<file path="src/rtl/ball_pkg.sv">
// Shared constants for the ball datapath: screen bounds, colours, plotter
// handshake width and the sequencer state encoding.
package ball_pkg;

  localparam int COL_W = 3;

  localparam logic [7:0] X_MAX = 8'd159;
  localparam logic [6:0] Y_MAX = 7'd119;

  localparam logic [COL_W-1:0] COL_BLACK = 3'b000;
  localparam logic [COL_W-1:0] COL_WHITE = 3'b111;

  // Sequencer states, kept as plain constants so older blocks can match on them.
  typedef logic [2:0] state_t;
  localparam state_t ST_IDLE   = 3'd0;
  localparam state_t ST_DRAW   = 3'd1;
  localparam state_t ST_WAIT   = 3'd2;
  localparam state_t ST_ERASE  = 3'd3;
  localparam state_t ST_UPDATE = 3'd4;
  localparam state_t ST_MISS   = 3'd5;

endpackage

</file>
<file path="src/rtl/ball_if.sv">
// Pixel plotter request/acknowledge channel; the ball sequencer is the master.
interface ball_if;
  import ball_pkg::*;

  logic             plot_req;
  logic             plot_ack;
  logic [7:0]       plot_x;
  logic [6:0]       plot_y;
  logic [COL_W-1:0] plot_colour;

  modport master (
    output plot_req, plot_x, plot_y, plot_colour,
    input  plot_ack
  );

  modport slave (
    input  plot_req, plot_x, plot_y, plot_colour,
    output plot_ack
  );

endinterface

</file>
<file path="src/rtl/ball_axis.sv">
// One ball coordinate: up/down counter that reloads its start value and
// exposes the candidate next position so the caller can plot it early.
module ball_axis #(
  parameter int           W     = 8,
  parameter logic [W-1:0] START = '0
) (
  input  logic         clk,
  input  logic         resetn,
  input  logic         load,
  input  logic         en,
  input  logic         up,
  output logic [W-1:0] pos,
  output logic [W-1:0] step_pos
);

  assign step_pos = up ? pos + W'(1) : pos - W'(1);

  always_ff @(posedge clk) begin
    if (!resetn || load) begin
      pos <= START;
    end else if (en) begin
      pos <= step_pos;
    end
  end

endmodule

</file>
<file path="src/rtl/ball_ctrl.sv">
// Ball sequencer: once per animation step it erases the old pixel, applies
// the bounce rules, moves the ball and draws it again via the shared plotter.
module ball_ctrl
  import ball_pkg::*;
#(
  parameter logic [7:0]       X_START   = 8'd80,
  parameter logic [6:0]       Y_START   = 7'd60,
  parameter int               PADDLE_Y  = 112,
  parameter int               PADDLE_W  = 16,
  parameter int               SPEED_DIV = 2,
  parameter logic [COL_W-1:0] BALL_COL  = COL_WHITE
) (
  input  logic       clk,
  input  logic       resetn,
  input  logic       go,
  input  logic       frame_tick,
  input  logic [7:0] paddle_x,
  input  logic       brick_hit,
  ball_if.master     plot,
  output logic [7:0] ball_x,
  output logic [6:0] ball_y,
  output logic       x_du,
  output logic       y_du,
  output logic       miss,
  output logic       busy
);

  localparam logic [6:0] PAD_ROW  = 7'(PADDLE_Y - 1);
  localparam logic [3:0] DIV_LAST = 4'(SPEED_DIV - 1);
  localparam logic [8:0] PAD_SPAN = 9'(PADDLE_W - 1);

  state_t     state;
  logic [3:0] div;

  logic       x_du_n;
  logic       y_du_n;
  logic       miss_hit;
  logic       wall_flip;
  logic       paddle_flip;
  logic       in_paddle;
  logic       reload;
  logic       step_en;
  logic [7:0] x_step;
  logic [6:0] y_step;
  logic [8:0] pad_lo;
  logic [8:0] pad_hi;
  logic [8:0] ball_x9;

  // Paddle span is compared one bit wider so a paddle near column 255 cannot wrap.
  assign ball_x9   = {1'b0, ball_x};
  assign pad_lo    = {1'b0, paddle_x};
  assign pad_hi    = pad_lo + PAD_SPAN;
  assign in_paddle = (ball_x9 >= pad_lo) && (ball_x9 <= pad_hi);

  always_comb begin
    miss_hit    = y_du && (ball_y == Y_MAX);
    wall_flip   = !y_du && (ball_y == 7'd0);
    paddle_flip = y_du && (ball_y == PAD_ROW) && in_paddle;

    x_du_n = x_du;
    if (x_du && (ball_x == X_MAX)) begin
      x_du_n = 1'b0;
    end else if (!x_du && (ball_x == 8'd0)) begin
      x_du_n = 1'b1;
    end

    // A brick only reverses the ball when no wall or paddle already did.
    y_du_n = y_du;
    if (wall_flip) begin
      y_du_n = 1'b1;
    end else if (paddle_flip) begin
      y_du_n = 1'b0;
    end else if (brick_hit) begin
      y_du_n = !y_du;
    end
  end

  assign reload  = (state == ST_MISS);
  assign step_en = (state == ST_UPDATE) && !miss_hit;
  assign busy    = (state != ST_IDLE);
  assign miss    = (state == ST_MISS);

  ball_axis #(.W(8), .START(X_START)) u_axis_x (
    .clk      (clk),
    .resetn   (resetn),
    .load     (reload),
    .en       (step_en),
    .up       (x_du_n),
    .pos      (ball_x),
    .step_pos (x_step)
  );

  ball_axis #(.W(7), .START(Y_START)) u_axis_y (
    .clk      (clk),
    .resetn   (resetn),
    .load     (reload),
    .en       (step_en),
    .up       (y_du_n),
    .pos      (ball_y),
    .step_pos (y_step)
  );

  // Plot outputs are registered and loaded on entry to DRAW/ERASE, so they
  // stay frozen for as long as the plotter withholds its acknowledge.
  always_ff @(posedge clk) begin
    if (!resetn) begin
      state            <= ST_IDLE;
      div              <= '0;
      x_du             <= 1'b1;
      y_du             <= 1'b0;
      plot.plot_req    <= 1'b0;
      plot.plot_x      <= '0;
      plot.plot_y      <= '0;
      plot.plot_colour <= COL_BLACK;
    end else begin
      case (state)
        ST_IDLE: begin
          if (go) begin
            state            <= ST_DRAW;
            plot.plot_req    <= 1'b1;
            plot.plot_x      <= ball_x;
            plot.plot_y      <= ball_y;
            plot.plot_colour <= BALL_COL;
          end
        end
        ST_DRAW: begin
          if (plot.plot_ack) begin
            plot.plot_req <= 1'b0;
            state         <= ST_WAIT;
          end
        end
        ST_WAIT: begin
          if (frame_tick) begin
            if (div == DIV_LAST) begin
              div              <= '0;
              state            <= ST_ERASE;
              plot.plot_req    <= 1'b1;
              plot.plot_x      <= ball_x;
              plot.plot_y      <= ball_y;
              plot.plot_colour <= COL_BLACK;
            end else begin
              div <= div + 4'd1;
            end
          end
        end
        ST_ERASE: begin
          if (plot.plot_ack) begin
            plot.plot_req <= 1'b0;
            state         <= ST_UPDATE;
          end
        end
        ST_UPDATE: begin
          if (miss_hit) begin
            state <= ST_MISS;
          end else begin
            x_du             <= x_du_n;
            y_du             <= y_du_n;
            state            <= ST_DRAW;
            plot.plot_req    <= 1'b1;
            plot.plot_x      <= x_step;
            plot.plot_y      <= y_step;
            plot.plot_colour <= BALL_COL;
          end
        end
        ST_MISS: begin
          x_du  <= 1'b1;
          y_du  <= 1'b0;
          div   <= '0;
          state <= ST_IDLE;
        end
        default: begin
          state <= ST_IDLE;
        end
      endcase
    end
  end

endmodule

</file>
<file path="src/flat_wrapper.sv">
// flat-port wrapper written by rule: the top's interface ports become plain ports
module ball_ctrl_flat import ball_pkg::*;
#(
  parameter logic [7:0]       X_START   = 8'd80,
  parameter logic [6:0]       Y_START   = 7'd60,
  parameter int               PADDLE_Y  = 112,
  parameter int               PADDLE_W  = 16,
  parameter int               SPEED_DIV = 2,
  parameter logic [COL_W-1:0] BALL_COL  = COL_WHITE
)
  (clk, resetn, go, frame_tick, paddle_x, brick_hit, ball_x, ball_y, x_du, y_du, miss, busy, plot_plot_req, plot_plot_x, plot_plot_y, plot_plot_colour, plot_plot_ack);
  ball_if plot_i ();
  input  logic clk;
  input  logic resetn;
  input  logic go;
  input  logic frame_tick;
  input  logic [7:0] paddle_x;
  input  logic brick_hit;
  output logic [7:0] ball_x;
  output logic [6:0] ball_y;
  output logic x_du;
  output logic y_du;
  output logic miss;
  output logic busy;
  output wire logic [$bits(plot_i.plot_req)-1:0] plot_plot_req;
  output wire logic [$bits(plot_i.plot_x)-1:0] plot_plot_x;
  output wire logic [$bits(plot_i.plot_y)-1:0] plot_plot_y;
  output wire logic [$bits(plot_i.plot_colour)-1:0] plot_plot_colour;
  input wire logic [$bits(plot_i.plot_ack)-1:0] plot_plot_ack;
  assign plot_plot_req = plot_i.plot_req;
  assign plot_plot_x = plot_i.plot_x;
  assign plot_plot_y = plot_i.plot_y;
  assign plot_plot_colour = plot_i.plot_colour;
  assign plot_i.plot_ack = plot_plot_ack;
  ball_ctrl #(.X_START(X_START), .Y_START(Y_START), .PADDLE_Y(PADDLE_Y), .PADDLE_W(PADDLE_W), .SPEED_DIV(SPEED_DIV), .BALL_COL(BALL_COL)) u_core (.clk(clk), .resetn(resetn), .go(go), .frame_tick(frame_tick), .paddle_x(paddle_x), .brick_hit(brick_hit), .plot(plot_i), .ball_x(ball_x), .ball_y(ball_y), .x_du(x_du), .y_du(y_du), .miss(miss), .busy(busy));
endmodule
</file>
<file path="config.mk">
export PLATFORM = sky130hd
export DESIGN_NAME = ball_ctrl_flat
export DESIGN_NICKNAME = d
export VERILOG_FILES = /design/src/rtl/ball_pkg.sv /design/src/rtl/ball_if.sv /design/src/rtl/ball_axis.sv /design/src/rtl/ball_ctrl.sv /design/src/flat_wrapper.sv
export SDC_FILE = /design/constraint.sdc
export NUM_CORES = 1
export LEC_CHECK = 0
export ABC_AREA = 0
export CORE_MARGIN = 5
export CORE_UTILIZATION = 53
export CTS_CLUSTER_DIAMETER = 40
export DETAILED_ROUTE_END_ITERATION = 10
export PLACE_DENSITY = 0.9
export SLEW_MARGIN = 40
export SYNTH_ARGS = -nofsm -noshare
export SYNTH_HDL_FRONTEND = slang
export SYNTH_SLANG_ARGS = --single-unit
</file>
<file path="constraint.sdc">
create_clock -name clk -period 4.5 [get_ports clk]
set_input_delay 0.675 -clock clk [delete_from_list [all_inputs] [get_ports clk]]
set_output_delay 0.675 -clock clk [all_outputs]
set_load 0.03 [all_outputs]
</file>
==> impl_metrics.csv, run 1 <==
group,metric,value,unit
status,status,"finished, final reports clean",
clocking,cts_tree,"built",
critical_path,r2r_slack,940,ps
clocking,clk_latency,310,ps
placement,place_ws,-243,ps
floorplan,ios,52,
critical_path,endpoint,"u_core.u_axis_y.pos[6]",
grt,grt_pass1_vias,2635,
sta,period_needed,4180,ps
pwr,power_density,240,mW/mm^2
routing,totalWireLength,7840,um
grt,grt_max_degree,25,
critical_path,cp-start-kind,"input pin",
placement,dpl-instance-area,0.00344,sq mm
synthesis,synth_top_cell_by_area,"dfxtp_1",
sta,slew_violations,0,
flow_run,maxCapViolations,0,
critical_path,worstPathArrival,4360,ps
clocking,cts-root-buf,"clkbuf_8",
critical_path,setup.worst_path.class,"input pin to flop",
clocking,cts.sinks,41,
synthesis,synth_area_leaders,"dfxtp_1, ha_1, nand2_1",
floorplan,fp.dieArea,0.00684,sq mm
layout,drive_above_1_share,10.2,%
sta,fmax,0.239,GHz
critical_path,reg2regPathDepth,15,
synthesis,syn_area,0.00280,sq mm
layout,area_growth,30.2,%
routing,via_per_inst,5.94,
synthesis,synth-seq-cells,41,
synthesis,ys.flop_type,"dfxtp_1",
sta,setup_tns,0,ps
pwr,power,0.876,mW
synthesis,synth_edf_count,0,
clocking,cts_buffers,5,
routing,vias,2856,
sta,worst_slack,324,ps
floorplan,start_util,54.9,%
critical_path,startpoint,"paddle_x[2]",
clocking,htree_levels,2,
placement,numPortBuffers,51,
routing,ant_nets,0,
critical_path,crit_fanout,5,
synthesis,synth_nets,396,
layout,fillers,401,
floorplan,die_x,82.7,um
layout,design_area,0.00365,sq mm
sta,worst_pin_slew,718,ps
pwr,p_leak,1.61,nW
placement,place.gp.congestion,0.945,
sta,setup-violations-final,0,
floorplan,fp.dieH,82.7,um
routing,dr.pass1.iters,5,
routing,drcViolationCount,0,
sta,fin_skew,10.6,ps
synthesis,yosysWarnings,0,
sta,whs,472,ps
synthesis,synth-seq-area-share,29.3,%
floorplan,core,0.00511,sq mm
sta,hold_viol,0,
synthesis,ys_async_sr_fraction,0,%
grt,groute.usage.overall,23.5,%
layout,diodes,0,
clocking,path_clk_slew,90,ps
synthesis,synth_top_cell_area_share,29.3,%
sta,period_share,92.8,%
routing,routedWlPerCell,16.3,um
synthesis,syn_avg_cell_area,8.01,sq um
critical_path,required,4690,ps
synthesis,synthDistinctLibCells,46,
sta,rsz0062_at_grt,"false",
grt,antenna_found_initial,0,
synthesis,ys_top_cells_by_count,"dfxtp_1, nand2_1, nor2_1",
clocking,clockBufferDepth,2,
placement,dpl.hpwl,5430,um
grt,grt-ovfl-total,0,
synthesis,yosys.cell_count.top_type,"dfxtp_1",
sta,maxSlewHeadroom,52.1,%
floorplan,std_cell_rows,26,
layout,finalNetCount,456,
routing,drt-initial-drc-count,297,
critical_path,end_kind,"flop",
grt,grt_first_pass_wirelength,12400,um
hold_path,hold_class,"flop to flop",
critical_path,r2r-end,"u_core.u_axis_y.pos[6]",
critical_path,reg2reg_from,"u_core.u_axis_x.pos[2]",
synthesis,syn-instance-count,350,
pwr,vdd_drop_max,0.000206,V
-- metrics by stage --
stage	instances	util, %
6_report	481	71.5
5_1_grt	481	71.5
4_1_cts	479	69.6
3_5_place_dp	471	67.3
3_3_place_gp	471	67.3
2_1_floorplan	350	-
-- state kept, by name (all words and copies together) (netlist names), 3 cells and up --
register,cells
u_core.state,3
u_core.u_axis_y.pos,7
u_core.plot.plot_y,7
u_core.div,4
u_core.plot.plot_x,8
u_core.u_axis_x.pos,8
-- how the worst min path moves through the flow --
| stage | startpoint | endpoint | slack (ps) | depth (start not counted) |
|---|---|---|---|---|
| after floorplan | u_core.div[3] | u_core.div[3] | 480 | 2 |
| after global placement | u_core.plot.plot_x[7] | u_core.plot.plot_x[7] | 450 | 2 |
| after detailed placement | u_core.plot.plot_x[7] | u_core.plot.plot_x[7] | 460 | 2 |
| after CTS | u_core.plot.plot_x[7] | u_core.plot.plot_x[7] | 480 | 2 |
| after global routing | u_core.plot.plot_y[1] | u_core.plot.plot_y[1] | 500 | 2 |
| final | u_core.plot.plot_x[7] | u_core.plot.plot_x[7] | 470 | 2 |
-- timing repair --
action,CTS,global route
setup buffers,0,2
resized for setup,0,16
setup endpoints to repair,0,4
hold buffers,0,0
-- final cells by class --
class	count	area (sq um)	area share, %
flip-flops and latches	41	821	22.5
repair buffers	70	658	18.0
clock buffers	5	68.8	1.89
inverters	22	82.6	2.26
well taps	70	87.6	2.40
clock inverters	3	46.3	1.27
multi-input cells	270	1890	51.7
-- cell families (layout without fill, tap and decap cells) --
family                   count (synthesis)  after routing  synth area share, %
AO/OA/AOI/OAI                           88             88                 20.9
XOR/XNOR                                21             21                 6.56
adder cells (fa/ha/maj)                 32             32                 14.8
buffers and inverters                   39            100                 6.12
flip-flops                              41             41                 29.3
multiplexers                             1              1                0.357
AND/OR/NAND/NOR                        128            128                 21.9
-- layer usage --
layer	routed length (um)	part of all wire, %	GRT usage, %	vias to the layer above
li1	-	-	-	1371
met1	3190	41	30.7	1323
met2	3760	48	37.9	139
met3	634	8.1	3.90	23
met4	245	3.1	10.5	0
met5	0	0	0	-
-- worst max-delay path, stage by stage --
cell,delay [ps]
clkdlybuf4s50_1,490
nor3_1,290
nand2_1,130
nand4_1,120
xnor2_1,120
ha_1,270
nand3_1,110
nor3_1,50
a31oi_1,130
nand3_1,100
a221o_1,440
buf_4,190
ha_1,300
o21ai_2,150
o21bai_1,100
a21oi_2,170
xor2_2,220
xor2_1,180
a31oi_1,100
-- report_power, final --
group,total (mW),leakage [nW],internal [mW],switching [mW]
logic,0.181,1.22,0.0796,0.101
clock network,0.308,0.0543,0.166,0.142
registers,0.387,0.334,0.375,0.0119
total,0.876,1.61,0.621,0.255
-- cell usage in the layout, fill, tap and decap left out, types with 3 or more instances in the layout --
cell             netlist  final
o211ai_1               9      9
dfxtp_1               41     41
xor2_1                 7      6
a21boi_0               3      3
nor4_1                 3      3
a21o_1                 8      8
nand3_1               16     16
o21ai_0               14     13
nor2_1                31     31
ha_1                  30     28
a211oi_1               4      4
nor3_1                13     11
inv_1                 22     21
nand2_1               38     38
clkbuf_8               0      5
a21oi_1               23     21
nand4_1               10     10
o211a_1                5      5
xnor2_1               14     14
buf_4                  3     19
clkdlybuf4s50_1        0     49
a31oi_1                6      6
nor2b_1                4      3
o21bai_1               5      5
No activity file was read; power rests on OpenSTA's default activity.
==> run 2, diff against run 1 <==
--- a/config.mk
+++ b/config.mk
@@ -8,2 +8,3 @@
 export ABC_AREA = 0
+export ABC_CLOCK_PERIOD_IN_PS = 4500
 export CORE_MARGIN = 5
==> constraint.sdc (replaced) <==
create_clock -name clk -period 4.5 [get_ports clk]
set_input_delay 0.9 -clock clk [delete_from_list [all_inputs] [get_ports clk]]
set_output_delay 0.9 -clock clk [all_outputs]
set_load 0.03 [all_outputs]
==> run 2 against run 1 <==
Compared with the run above:
- wire length increased by 3.2%
- global-route usage grew 1.6 points
- sequential cell count did not move
- combinational power is 4% higher
- design area rose by 1.1%
- clock skew shrank 4.0 ps
- non-clock buffer count increased by 8
- highest routed layer unchanged
- core utilization grew 0.76 points
- total power rose by 0.82%
- critical endpoint unchanged
- sequential share of layout area down 0.24 points
- first-iteration DRC count fell by 8.1%
==> impl_metrics.csv, run 2 (synthesized netlist as in run 1, its figures left out) <==
group,metric,value,unit
hold_path,worstHoldPathCells,2,
routing,drt-initial-drc-count,273,
clocking,clk_latency,300,ps
layout,regArea,821,sq um
pwr,vdd_drop_max,0.000234,V
floorplan,fp.dieH,82.7,um
sta,fin_skew,6.54,ps
layout,fillers,405,
status,status,"finished, final reports clean",
clocking,cts.sinks,41,
critical_path,crit_family,"compound AO/OA/AOI/OAI gates",
sta,whs,472,ps
placement,place.gp.congestion,0.934,
placement,place_ws,-444,ps
critical_path,cp-start-kind,"input pin",
layout,finalNetCount,464,
critical_path,path_buf_inv,2,
placement,numPortBuffers,51,
sta,period_share,94.6,%
clocking,htree_levels,2,
layout,drive_above_1_share,11.2,%
hold_path,hold_class,"flop to flop",
sta,setup_tns,0,ps
clocking,cts_tree,"built",
grt,met2_usage,42.8,%
grt,groute.usage.overall,25.1,%
placement,dpl.hpwl,5720,um
floorplan,start_util,54.9,%
floorplan,core,0.00511,sq mm
critical_path,setup.worst_path.class,"input pin to flop",
flow_run,maxCapViolations,0,
grt,busiest_layer,"met2",
floorplan,ios,52,
critical_path,r2r-end,"u_core.u_axis_y.pos[6]",
sta,fmax,0.235,GHz
routing,vias,2915,
sta,period_needed,4260,ps
hold_path,worstHoldEndpoint,"u_core.plot.plot_y[1]",
routing,routedWlPerCell,16.5,um
routing,drcViolationCount,0,
floorplan,die_x,82.7,um
routing,totalWireLength,8090,um
sta,worst_pin_slew,702,ps
critical_path,worstPathArrival,4440,ps
sta,worst_slack,244,ps
grt,grtUsageMet1,31.8,%
layout,reg.largest.list,"u_core.plot.plot_x (8), u_core.u_axis_x.pos (8)",
placement,dp_cells,478,
routing,dr.pass1.iters,5,
clocking,ctsHoldBuffers,0,
layout,final_cell_mix,"clkdlybuf4s50_1, dfxtp_1, nand2_1, nor2_1, ha_1",
clocking,path_clk_slew,90,ps
critical_path,crit_slowest_cell,"a221o_1",
pwr,power_density,239,mW/mm^2
floorplan,std_cell_rows,26,
critical_path,r2r_slack,950,ps
critical_path,required,4690,ps
critical_path,cpPeakStageDelay,390,ps
floorplan,fp.dieArea,0.00684,sq mm
layout,diodes,0,
grt,use_met3,4.01,%
layout,multiInputGateArea,0.00187,sq mm
grt,grt_pass1_vias,2833,
sta,setup-violations-final,0,
routing,via_per_inst,5.96,
clocking,clockBufferDepth,2,
clocking,cts_buffers,5,
sta,slew_violations,0,
critical_path,path_cells,"dlygate4sd2_1, inv_1, ha_1, nor3b_4, nor3_2, xnor2_1, ha_1, a21o_1, a21oi_2, o2111ai_1, nand3_1, a221o_1, ha_1, nor2b_2, nor3_2, o21bai_1, a21oi_1, xor2_1, xor2_1, a31oi_1",
sta,maxSlewHeadroom,53.2,%
critical_path,critPathMostFrequentCell,"ha_1",
layout,mostFrequentLayoutCell,"clkdlybuf4s50_1",
routing,ant_nets,0,
grt,grt_max_degree,26,
critical_path,reg2regPathDepth,15,
layout,design_area,0.00369,sq mm
placement,dpl-instance-area,0.00349,sq mm
grt,grt_first_pass_wirelength,13200,um
layout,area_growth,31.6,%
grt,grt-ovfl-total,0,
critical_path,crit_fanout,5,
sta,hold_viol,0,
pwr,p_leak,1.65,nW
sta,rsz0062_at_grt,"false",
layout,instances_no_fill,489,
critical_path,reg2reg_from,"u_core.u_axis_x.pos[2]",
grt,antenna_found_initial,0,
clocking,cts-root-buf,"clkbuf_8",
hold_path,min_from,"u_core.plot.plot_y[1]",
critical_path,end_kind,"flop",
-- run 2: changes by cell type in the layout (fill, tap and decap cells not counted), moves of 2 or more --
cell / before / now
ha_1: 28 / 30
dlygate4sd2_1: 0 / 2
buf_4: 19 / 27
clkdlybuf4s50_1: 49 / 47
-- run 2: worst max path at each step --
stage	slack, ps	from	to	depth (start not counted)
detailed placement	-440	paddle_x[0]	u_core.plot.plot_y[6]	21
finish	240	paddle_x[1]	u_core.u_axis_y.pos[6]	20
CTS	90	paddle_x[2]	u_core.u_axis_y.pos[6]	19
global route	0.4	paddle_x[1]	u_core.plot.plot_y[6]	20
global placement	-270	paddle_x[0]	u_core.plot.plot_y[6]	21
floorplan	250	paddle_x[0]	u_core.plot.plot_y[6]	20
-- run 2: worst register-to-register path, cell delays in order (launching register included) --
cell and delay [ps]:
dfxtp_1 300, buf_4 160, ha_1 300, a211o_1 290
a31oi_1 160, nor3_1 80, o31a_1 300, a221o_1 400
ha_1 330, nor2b_2 170, nor3_2 180, o21bai_1 80
a21oi_1 160, xor2_1 250, xor2_1 170, a31oi_1 90
-- run 2: layout make-up --
class | count | share of cell area (%)
multi-input cells | 270 | 50.6
flip-flops and latches | 41 | 22.3
repair buffers | 78 | 19.4
well taps | 70 | 2.37
inverters | 22 | 2.24
clock buffers | 5 | 1.87
clock inverters | 3 | 1.26
-- run 2: per-stage QoR --
stage          total power [mW]  util, %
6_report                  0.883     72.2
5_1_grt                   0.924     72.2
4_1_cts                   0.882     71.3
3_5_place_dp              0.576     68.4
3_3_place_gp              0.569     68.4
2_1_floorplan             0.506        -
-- run 2: timing repair --
| item | CTS | global route |
|---|---|---|
| buffers inserted | 1 | 2 |
| gates resized for setup | 11 | 4 |
| pin swaps | 12 | 3 |
| endpoints found under the setup margin | 2 | 7 |
-- run 2: where the power goes --
group          switching (mW)  internal (mW)
logic                   0.103         0.0843
registers              0.0124          0.375
clock network           0.141          0.166
total                   0.257          0.626
-- run 2: layer usage --
metal | wire length, um | vias to the layer above
li1 | - | 1389
met3 | 552 | 21
met5 | 0 | -
met1 | 3310 | 1383
met2 | 4080 | 122
met4 | 145 | 0
